$ cat src/rtl/ipod_pkg.sv
// ipod_pkg: shared FSM state type and default geometry for the playback sequencer
package ipod_pkg;
    localparam int DEF_ADDR_W = 23;
    localparam int DEF_SAMPLE_W = 16;
    localparam logic [DEF_ADDR_W-1:0] DEF_MAX_ADDRESS = 23'h7FFFF;
    typedef enum logic [2:0] {IDLE, REQ, WAIT_DATA, FIRST, WAIT2, SECOND, STOP} state_e;
endpackage

$ cat src/rtl/flash_read_if.sv
// flash_read_if: single-outstanding flash read handshake and word capture
module flash_read_if #(
    parameter int ADDR_W = 23,
    parameter int DATA_W = 32
) (
    input  logic              clk,
    input  logic              reset,
    input  logic              start_i,
    input  logic [ADDR_W-1:0] addr_i,
    output logic              accept_o,
    output logic              word_vld_o,
    output logic [DATA_W-1:0] word_o,
    output logic              flash_read_o,
    output logic [ADDR_W-1:0] flash_address_o,
    input  logic              flash_waitrequest_i,
    input  logic              flash_readdatavalid_i,
    input  logic [DATA_W-1:0] flash_readdata_i
);
    logic read_q, read_d, wait_q, wait_d;
    logic [DATA_W-1:0] word_q, word_d;
    always_comb begin
        accept_o = read_q & ~flash_waitrequest_i;
        word_vld_o = wait_q & flash_readdatavalid_i;
        read_d = start_i | (read_q & flash_waitrequest_i);
        wait_d = accept_o | (wait_q & ~flash_readdatavalid_i);
        word_d = word_vld_o ? flash_readdata_i : word_q;
    end
    assign flash_read_o = read_q;
    assign flash_address_o = addr_i;
    assign word_o = word_q;
    always_ff @(posedge clk or posedge reset) begin
        if (reset) begin
            read_q <= 1'b0;
            wait_q <= 1'b0;
            word_q <= '0;
        end else begin
            read_q <= read_d;
            wait_q <= wait_d;
            word_q <= word_d;
        end
    end
endmodule

$ cat src/rtl/playback_sequencer.sv
// playback_sequencer: streams two samples per flash word at the audio tick rate
// PLAYBACK_LOOP_EN defined: wrap at song boundaries instead of stopping with done
module playback_sequencer import ipod_pkg::*; #(
    parameter int ADDR_W = DEF_ADDR_W,
    parameter logic [ADDR_W-1:0] MAX_ADDRESS = DEF_MAX_ADDRESS,
    parameter int SAMPLE_W = DEF_SAMPLE_W
) (
    input  logic                  clk,
    input  logic                  reset,
    input  logic                  sample_tick,
    input  logic                  play,
    input  logic                  direction,
    input  logic                  restart,
    output logic                  flash_read,
    output logic [ADDR_W-1:0]     flash_address,
    input  logic                  flash_waitrequest,
    input  logic                  flash_readdatavalid,
    input  logic [2*SAMPLE_W-1:0] flash_readdata,
    output logic [SAMPLE_W-1:0]   sample_out,
    output logic                  sample_valid,
    output logic                  done
);
`ifdef PLAYBACK_LOOP_EN
    localparam bit LOOP_EN = 1'b1;
`else
    localparam bit LOOP_EN = 1'b0;
`endif
    state_e state_q, state_d;
    logic [ADDR_W-1:0] addr_q, addr_d, addr_adv, addr_rld;
    logic [SAMPLE_W-1:0] sample_q, sample_d;
    logic [2*SAMPLE_W-1:0] word;
    logic dir_q, dir_d, restart_pending_q, restart_pending_d, done_q, done_d, valid_q, valid_d;
    logic start, accept, word_vld, at_end, go, reload;

    flash_read_if #(.ADDR_W(ADDR_W), .DATA_W(2*SAMPLE_W)) u_if (
        .clk                   (clk),
        .reset                 (reset),
        .start_i               (start),
        .addr_i                (addr_q),
        .accept_o              (accept),
        .word_vld_o            (word_vld),
        .word_o                (word),
        .flash_read_o          (flash_read),
        .flash_address_o       (flash_address),
        .flash_waitrequest_i   (flash_waitrequest),
        .flash_readdatavalid_i (flash_readdatavalid),
        .flash_readdata_i      (flash_readdata)
    );

    assign go = play & sample_tick;
    assign at_end = dir_q ? (addr_q == MAX_ADDRESS) : (addr_q == '0);
    assign addr_adv = dir_q ? (at_end ? '0 : addr_q + ADDR_W'(1)) : (at_end ? MAX_ADDRESS : addr_q - ADDR_W'(1));
    assign addr_rld = direction ? '0 : MAX_ADDRESS;
    // restart wins over a tick; a pending restart is honoured once the word's bus transfer is over
    assign reload = restart & (state_q == IDLE || state_q == WAIT2 || state_q == SECOND || state_q == STOP)
                  | (state_q == FIRST) & (restart_pending_q | restart);
    assign start = (state_q == IDLE) & go & ~restart;

    always_comb begin
        state_d = state_q;
        addr_d = addr_q;
        dir_d = dir_q;
        restart_pending_d = restart_pending_q;
        done_d = done_q;
        sample_d = sample_q;
        valid_d = 1'b0;
        case (state_q)
            IDLE: if (start) begin
                dir_d = direction;
                state_d = REQ;
            end
            REQ: begin
                restart_pending_d = restart_pending_q | restart;
                state_d = accept ? WAIT_DATA : REQ;
            end
            WAIT_DATA: begin
                restart_pending_d = restart_pending_q | restart;
                if (word_vld) begin
                    state_d = FIRST;
                    valid_d = ~restart_pending_d;
                    sample_d = restart_pending_d ? sample_q : dir_q ? flash_readdata[SAMPLE_W-1:0] : flash_readdata[2*SAMPLE_W-1:SAMPLE_W];
                end
            end
            FIRST: state_d = WAIT2;
            WAIT2: if (go) begin
                state_d = SECOND;
                valid_d = 1'b1;
                sample_d = dir_q ? word[2*SAMPLE_W-1:SAMPLE_W] : word[SAMPLE_W-1:0];
            end
            SECOND: begin
                state_d = (at_end & ~LOOP_EN) ? STOP : IDLE;
                done_d = at_end & ~LOOP_EN;
                addr_d = (at_end & ~LOOP_EN) ? addr_q : addr_adv;
            end
            STOP: state_d = STOP;
            default: state_d = IDLE;
        endcase
        if (reload) begin
            state_d = IDLE;
            addr_d = addr_rld;
            done_d = 1'b0;
            restart_pending_d = 1'b0;
            valid_d = 1'b0;
            sample_d = sample_q;
        end
    end

    always_ff @(posedge clk or posedge reset) begin
        if (reset) begin
            state_q <= IDLE;
            addr_q <= '0;
            dir_q <= 1'b1;
            restart_pending_q <= 1'b0;
            done_q <= 1'b0;
            sample_q <= '0;
            valid_q <= 1'b0;
        end else begin
            state_q <= state_d;
            addr_q <= addr_d;
            dir_q <= dir_d;
            restart_pending_q <= restart_pending_d;
            done_q <= done_d;
            sample_q <= sample_d;
            valid_q <= valid_d;
        end
    end

    assign sample_out = sample_q;
    assign sample_valid = valid_q;
`ifdef PLAYBACK_LOOP_EN
    assign done = 1'b0;
`else
    assign done = done_q;
`endif
endmodule

$ cat config.mk
export PLATFORM = sky130hd
export DESIGN_NAME = playback_sequencer
export DESIGN_NICKNAME = d
export VERILOG_FILES = /design/src/rtl/ipod_pkg.sv /design/src/rtl/flash_read_if.sv /design/src/rtl/playback_sequencer.sv
export SDC_FILE = /design/constraint.sdc
export NUM_CORES = 1
export LEC_CHECK = 0
export ABC_AREA = 0
export CORE_MARGIN = 1.5
export CORE_UTILIZATION = 58
export DETAILED_ROUTE_END_ITERATION = 6
export GPL_TIMING_DRIVEN = 0
export PLACE_DENSITY = 0.86
export SLEW_MARGIN = 20
export SYNTH_ARGS = -nofsm -noshare
export SYNTH_HDL_FRONTEND = slang
export SYNTH_SLANG_ARGS = --single-unit
export TNS_END_PERCENT = 10
$ cat constraint.sdc
create_clock -name clk -period 7.7 [get_ports clk]
set_input_delay 1.54 -clock clk [delete_from_list [all_inputs] [get_ports clk]]
set_output_delay 1.54 -clock clk [all_outputs]
set_load 0.05 [all_outputs]
# Word-level counts from Yosys, hierarchy flattened
# Cells that the tools add are included.
[classes] eq_ne=14 add_sub_neg=2 muxes=27 n_reduce_logical=13 bitwise=18
[ops] op="$mux W23" n=4
[ops] op="$mux W16" n=5
[ops] op="$pmux W16 S2" n=1
[ops] op="$add A23 B1 Y23 const B" n=1
[ops] op="$eq A23 B19 Y1 const B" n=1
[ops] op="$logic_not A23 Y1" n=1
[ops] op="$sub A23 B1 Y23 const B" n=1
[ops] op="$pmux W3 S7" n=1
[ops] op="$mux W19" n=1
[ops] op="$mux W3" n=5
[ops] op="$and A1 B1 Y1" n=9
[ops] op="$eq A3 B3 Y1 const B" n=3
[ops] op="$mux W1" n=8
[ops] op="$eq A3 B2 Y1 const B" n=2
[ops] op="$ne A3 B2 Y1 const B" n=2
[ops] op="$reduce_bool A2 Y1" n=3
[ops] op="$not A1 Y1" n=5
[ops] op="$reduce_and A5 Y1" n=1
[ops] op="$ne A2 B1 Y1 const B" n=2
[ops] op="$ne A2 B2 Y1 const B" n=2
[ops] op="$or A1 B1 Y1" n=4
[ops] op="$reduce_and A2 Y1" n=2
[ops] op="$eq A3 B1 Y1 const B" n=1
[ops] op="$logic_not A3 Y1" n=1
[ops] op="6 further kinds" n=8
[totals] output_inout_bits=42 word_cells=84 input_bits=40 regBits=80

# Longest topological paths before layout
[logic_depth] word_depth=8 ltp_mapped=11 ltp_nobuf=9

# Cells and area by module
# A second synthesis with hierarchy kept.
[unflattened] hier_cells=468 area_unflattened_um2=5092.4
[by_module_without_submodules] module="playback_sequencer" area_per_inst_um2=3527.1 instances=1 cells_per_inst=369 seq_area_each_um2=1152.4
[by_module_without_submodules] module="flash_read_if" area_per_inst_um2=1565.3 instances=1 cells_per_inst=99 seq_area_each_um2=850.8

# Worst setup path before layout
# No wires, ideal clock.
[synth_timing] path_kind="reg2reg" from="register dir_q" to="register addr_q[22]" path_stages_with_launch=11 t_arrival_ns=2.891 path_buffers=1 synth_period_minus_slack_ns=3.015 required_time_ns=7.576 path_slack_ns=4.685 setup_time_ns=0.124 cell_sequence="dfstp_2 -> buf_2 -> inv_1 -> ha_1 -> and4_1 -> o21ai_1 -> a211o_1 -> a21o_1 -> a2111oi_2 -> a211o_1 -> o31ai_1"
[synth_between] elab_chain_len=4 word_cells_on_any_way=7 classes_between="eq/ne (1); mux (5); reduce/logical (1)"
[synth_rtl] element="start, declared" line_no="playback_sequencer.sv:32" source="logic dir_q, dir_d, restart_pending_q, restart_pending_d, done_q, done_d, valid_q, valid_d;"
[synth_rtl] element="start signal, assigned" line_no="playback_sequencer.sv:120" source="dir_q <= dir_d;"
[synth_rtl] element="$mux W23" line_no="playback_sequencer.sv:52" source="assign addr_adv = dir_q ? (at_end ? '0 : addr_q + ADDR_W'(1)) : (at_end ? MAX_ADDRESS : addr_q - ADDR_W'(1));"
[synth_rtl] element="$mux W23" line_no="playback_sequencer.sv:93" source="addr_d = (at_end & ~LOOP_EN) ? addr_q : addr_adv;"
[synth_rtl] element="$mux W23" line_no="playback_sequencer.sv:67" source="case (state_q)"
[synth_rtl] element="$mux W23" line_no="playback_sequencer.sv:98" source="if (reload) begin"
[synth_rtl] element="end signal, assigned" line_no="playback_sequencer.sv:119" source="addr_q <= addr_d;"
[synth_rtl] element="end, declared" line_no="playback_sequencer.sv:29" source="logic [ADDR_W-1:0] addr_q, addr_d, addr_adv, addr_rld;"
# Several ways; a longest one is shown, not always the timed one. The select of a mux whose other input is x is not followed.
# A chain may end at the register's enable or synchronous reset.

# Final worst setup path
[layout_timing] from="register dir_q" to="register addr_q[15]"
# The elaborated chain is that of the path after synthesis.

==> results by group <==
Outcome
  • Status: finished clean

Synthesis
  • Synth Cell Area: 5002 um2
  • Share of the synthesized area in the top cell type: between 30% and 40%
  • Post-Synthesis Cells: 472
  • Most used standard cell by instance count after synthesis: dfrtp_1
  • Commonest cells in the netlist: dfrtp_1 (79), nand2_1 (46), mux2_2 (40)
  • Syn. warnings: 0
  • Cell variety after synth: 58
  • #FFs+latches synth: 80
  • Main synth FF type: dfrtp_1
  • Synth top area cells: dfrtp_1 (40%), mux2_2 (9.0%), mux4_2 (7.2%), ha_1 (5.3%), a21oi_1 (3.8%)
  • Register area share after synthesis: 40.05%
  • Synthesized net count: 534
  • Avg Cell Area, Syn: 10.60 um2
  • Area leader, netlist: dfrtp_1
  • Async SR Flop Fraction: 100.0%
  • Post-synth EDFFs: 0

Setup path
  • Worst EP arrival: 3.86 ns
  • Largest fanout on the critical path: 23
  • Critical Path Source Type: flip-flop
  • Reg-to-reg slack, setup: approximately 4.1 ns
  • Reg2reg path depth: 10
  • CP Data Required Time: 7.95 ns
  • Worst setup EP type: flip-flop
  • Worst R2R End: addr_q[15]$_DFFE_PP0P_
  • Critical Setup Path Class: flip-flop to flip-flop
  • Reg2reg start: dir_q$_DFFE_PP1P_

CTS
  • Clock sinks: 80
  • Post-CTS Setup Repair Bufs: 0
  • TritonCTS buffer count: 9
  • Clk_lat worst skew: 0.35 ns
  • Root buffer cell: clkbuf_8
  • # resized after CTS: 0
  • CTS tree: built
  • CTS Buffer Depth: 2
  • CTS H-tree depth: 3
  • Clock slew seen by the registers of the worst setup and hold paths: 0.08 ns
  • Post-CTS Hold Buffers: 0

Route
  • DR iter-0 viols: 353
  • Vias post-DR: 4336
  • WL/cell: 18.73 um
  • Detailed Routing Iterations Pass 1: 5
  • Residual DRC count: 0
  • Final ANT Viol Nets: 0
  • Total Wirelength: 12610 um
  • Vias/cell: between 6 and 7

Cells and area
  • Share of post-route cells with drive strength above 1: a little under a fifth
  • Fin area: 6157 um2
  • Layout area overhead: 23.09%
  • NumNets Final: 627
  • Fill count: approximately 560
  • N_diodes: 0
  • Area of the multi-input gates: 2801 um2
  • FF/Latch Area: 2003 um2

Place
  • Gpl congestion: 0.9594
  • Hpwl dp: 9362 um
  • Placed cell area: 5974 um2
  • IO buf count: 81

Floorplanning
  • Die ar.: about 9000 um2
  • Initial Utilization: 60.27%
  • Die Y: 95.87 um
  • IO Count: 82
  • Core ar.: 8299 um2
  • Die width: 95.87 um
  • Cell Rows: 33

Global routing
  • Initial antenna violation count: 0
  • GRT overflow: 0
  • Vias in the first global route: 4213
  • Pin count of the biggest net entering global routing: between 50 and 60
  • First-pass GRT wire length: 20690 um
  • Total Routing Usage GR: between 20% and 30%

STA
  • Fmax: 0.2768 GHz
  • Worst-margin pin slew: 0.8974 ns
  • Clk_skew: around 0.011 ns
  • Slew margin rel.: 40.11%
  • Post-route setup TNS: 0 ns
  • Final setup fails: 0
  • Final Hold Fails: 0
  • Tmin final: 3.613 ns
  • Max-slew violation count: 0
  • RSZ-0062 raised after global routing: false
  • Hold Slack: slightly above 0.5 ns
  • Final Cycle Share: between 40 and 50%

Pwr
  • Maximum vdd ir drop: 0.1711 mV
  • Pwr dens: 397.8 nW/um2
  • Design Power: 0.002450 W
  • Cell leakage power: about 2.6 nW

Run
  • Max-Cap Viols: 0

Min path
  • Worst Hold End: sample_out[15]$_DFFE_PP0P_
  • Hold Crit Start: sample_out[15]$_DFFE_PP0P_
  • WHS Path Cells: 1
  • HP Class: flip-flop to flip-flop
==> logic make-up (layout without fill, tap and decap cells) <==
family	Yosys count	in the layout	synth area share (%)
DFF	80	80	40.05
and+or+nand+nor	141	141	14.13
buffers and inverters	37	133	3.952
xor gates and xnor gates	9	9	1.576
muxes	71	71	20.11
adders and majority gates	22	22	5.653
AOI/OAI and AO/OA	112	112	14.53
==> state kept, by name, summed over array words and instances (netlist names) <==
signal,cells
state_q,3
sample_valid,1
u_if.flash_read_o,1
u_if.word_o,32
u_if.wait_q,1
sample_out,16
restart_pending_q,1
done,1
addr_q,23
dir_q,1
==> where the power goes <==
group / internal, W / leakage, nW / switching (W)
Combinational: 0.000587 / 1.50 / 0.000859
Sequential: 0.000570 / 0.986 / 0.000130
Clock: 0.000147 / 0.0876 / 0.000157
==> per-stage QoR <==
| stage | setup WS [ns] | instances | utilization, % |
|---|---|---|---|
| finish | 4.087 | 673 | 74.19 |
| CTS | 4.086 | 673 | 74.19 |
| global placement | 2.859 | 658 | 71.63 |
| detailed placement | 3.920 | 659 | 71.99 |
| global route | 3.788 | 673 | 74.19 |
| floorplan | 4.110 | 472 | - |
==> layout make-up <==
class / instances / share of cell area (%)
Multi-Input combinational cell: 355 / 45.50
Sequential cell: 80 / 32.53
Timing Repair Buffer: 82 / 13.62
Buffer: 26 / 2.540
Tap cell: 105 / 2.134
Clock buffer: 9 / 2.012
Clock inverter: 5 / 0.9551
Inverter: 11 / 0.7112
==> placed cells by master, fill, tap and decap left out, types with 9 or more instances in the layout <==
master,n
nand3_1,9
nand4_1,12
mux4_2,16
ha_1,21
nor4_1,10
dfrtp_1,79
mux2_2,40
o21ai_0,13
nor2_1,20
inv_1,9
a31oi_1,12
mux2_4,9
clkdlybuf4s50_1,81
nand2_1,46
nor3_1,17
clkbuf_8,9
a21oi_1,38
==> metal layers <==
metal / vias to the layer above / wire length [um] / global-route usage, %
li1: 1969 / - / -
met1: 2135 / 5498 / 41.61
met2: 192 / 5878 / 46.19
met3: 40 / 922 / 4.818
met4: 0 / 306 / 12.62
met5: - / 0 / 0
==> worst max-delay path by stage <==
stage,start,end,slack (ns),cells after the start
2_1_floorplan,reset,addr_q[0]$_DFFE_PP0P_,4.11,1
3_3_place_gp,reset,addr_q[12]$_DFFE_PP0P_,2.86,2
3_5_place_dp,flash_readdatavalid,sample_out[3]$_DFFE_PP0P_,3.92,7
4_1_cts,dir_q$_DFFE_PP1P_,addr_q[22]$_DFFE_PP0P_,4.09,10
5_1_grt,dir_q$_DFFE_PP1P_,addr_q[15]$_DFFE_PP0P_,3.79,10
6_report,dir_q$_DFFE_PP1P_,addr_q[15]$_DFFE_PP0P_,4.09,10
==> worst max-delay path: stages (launching register included) <==
cell,delay (ns)
dfstp_2,0.58
buf_2,0.32
inv_1,0.49
ha_1,0.54
a21o_1,0.23
a21oi_2,0.19
a21oi_1,0.15
nor3_1,0.39
o21ai_0,0.23
mux2i_1,0.17
nor3_1,0.22
Note: power is estimated with default switching activity, not from simulation.
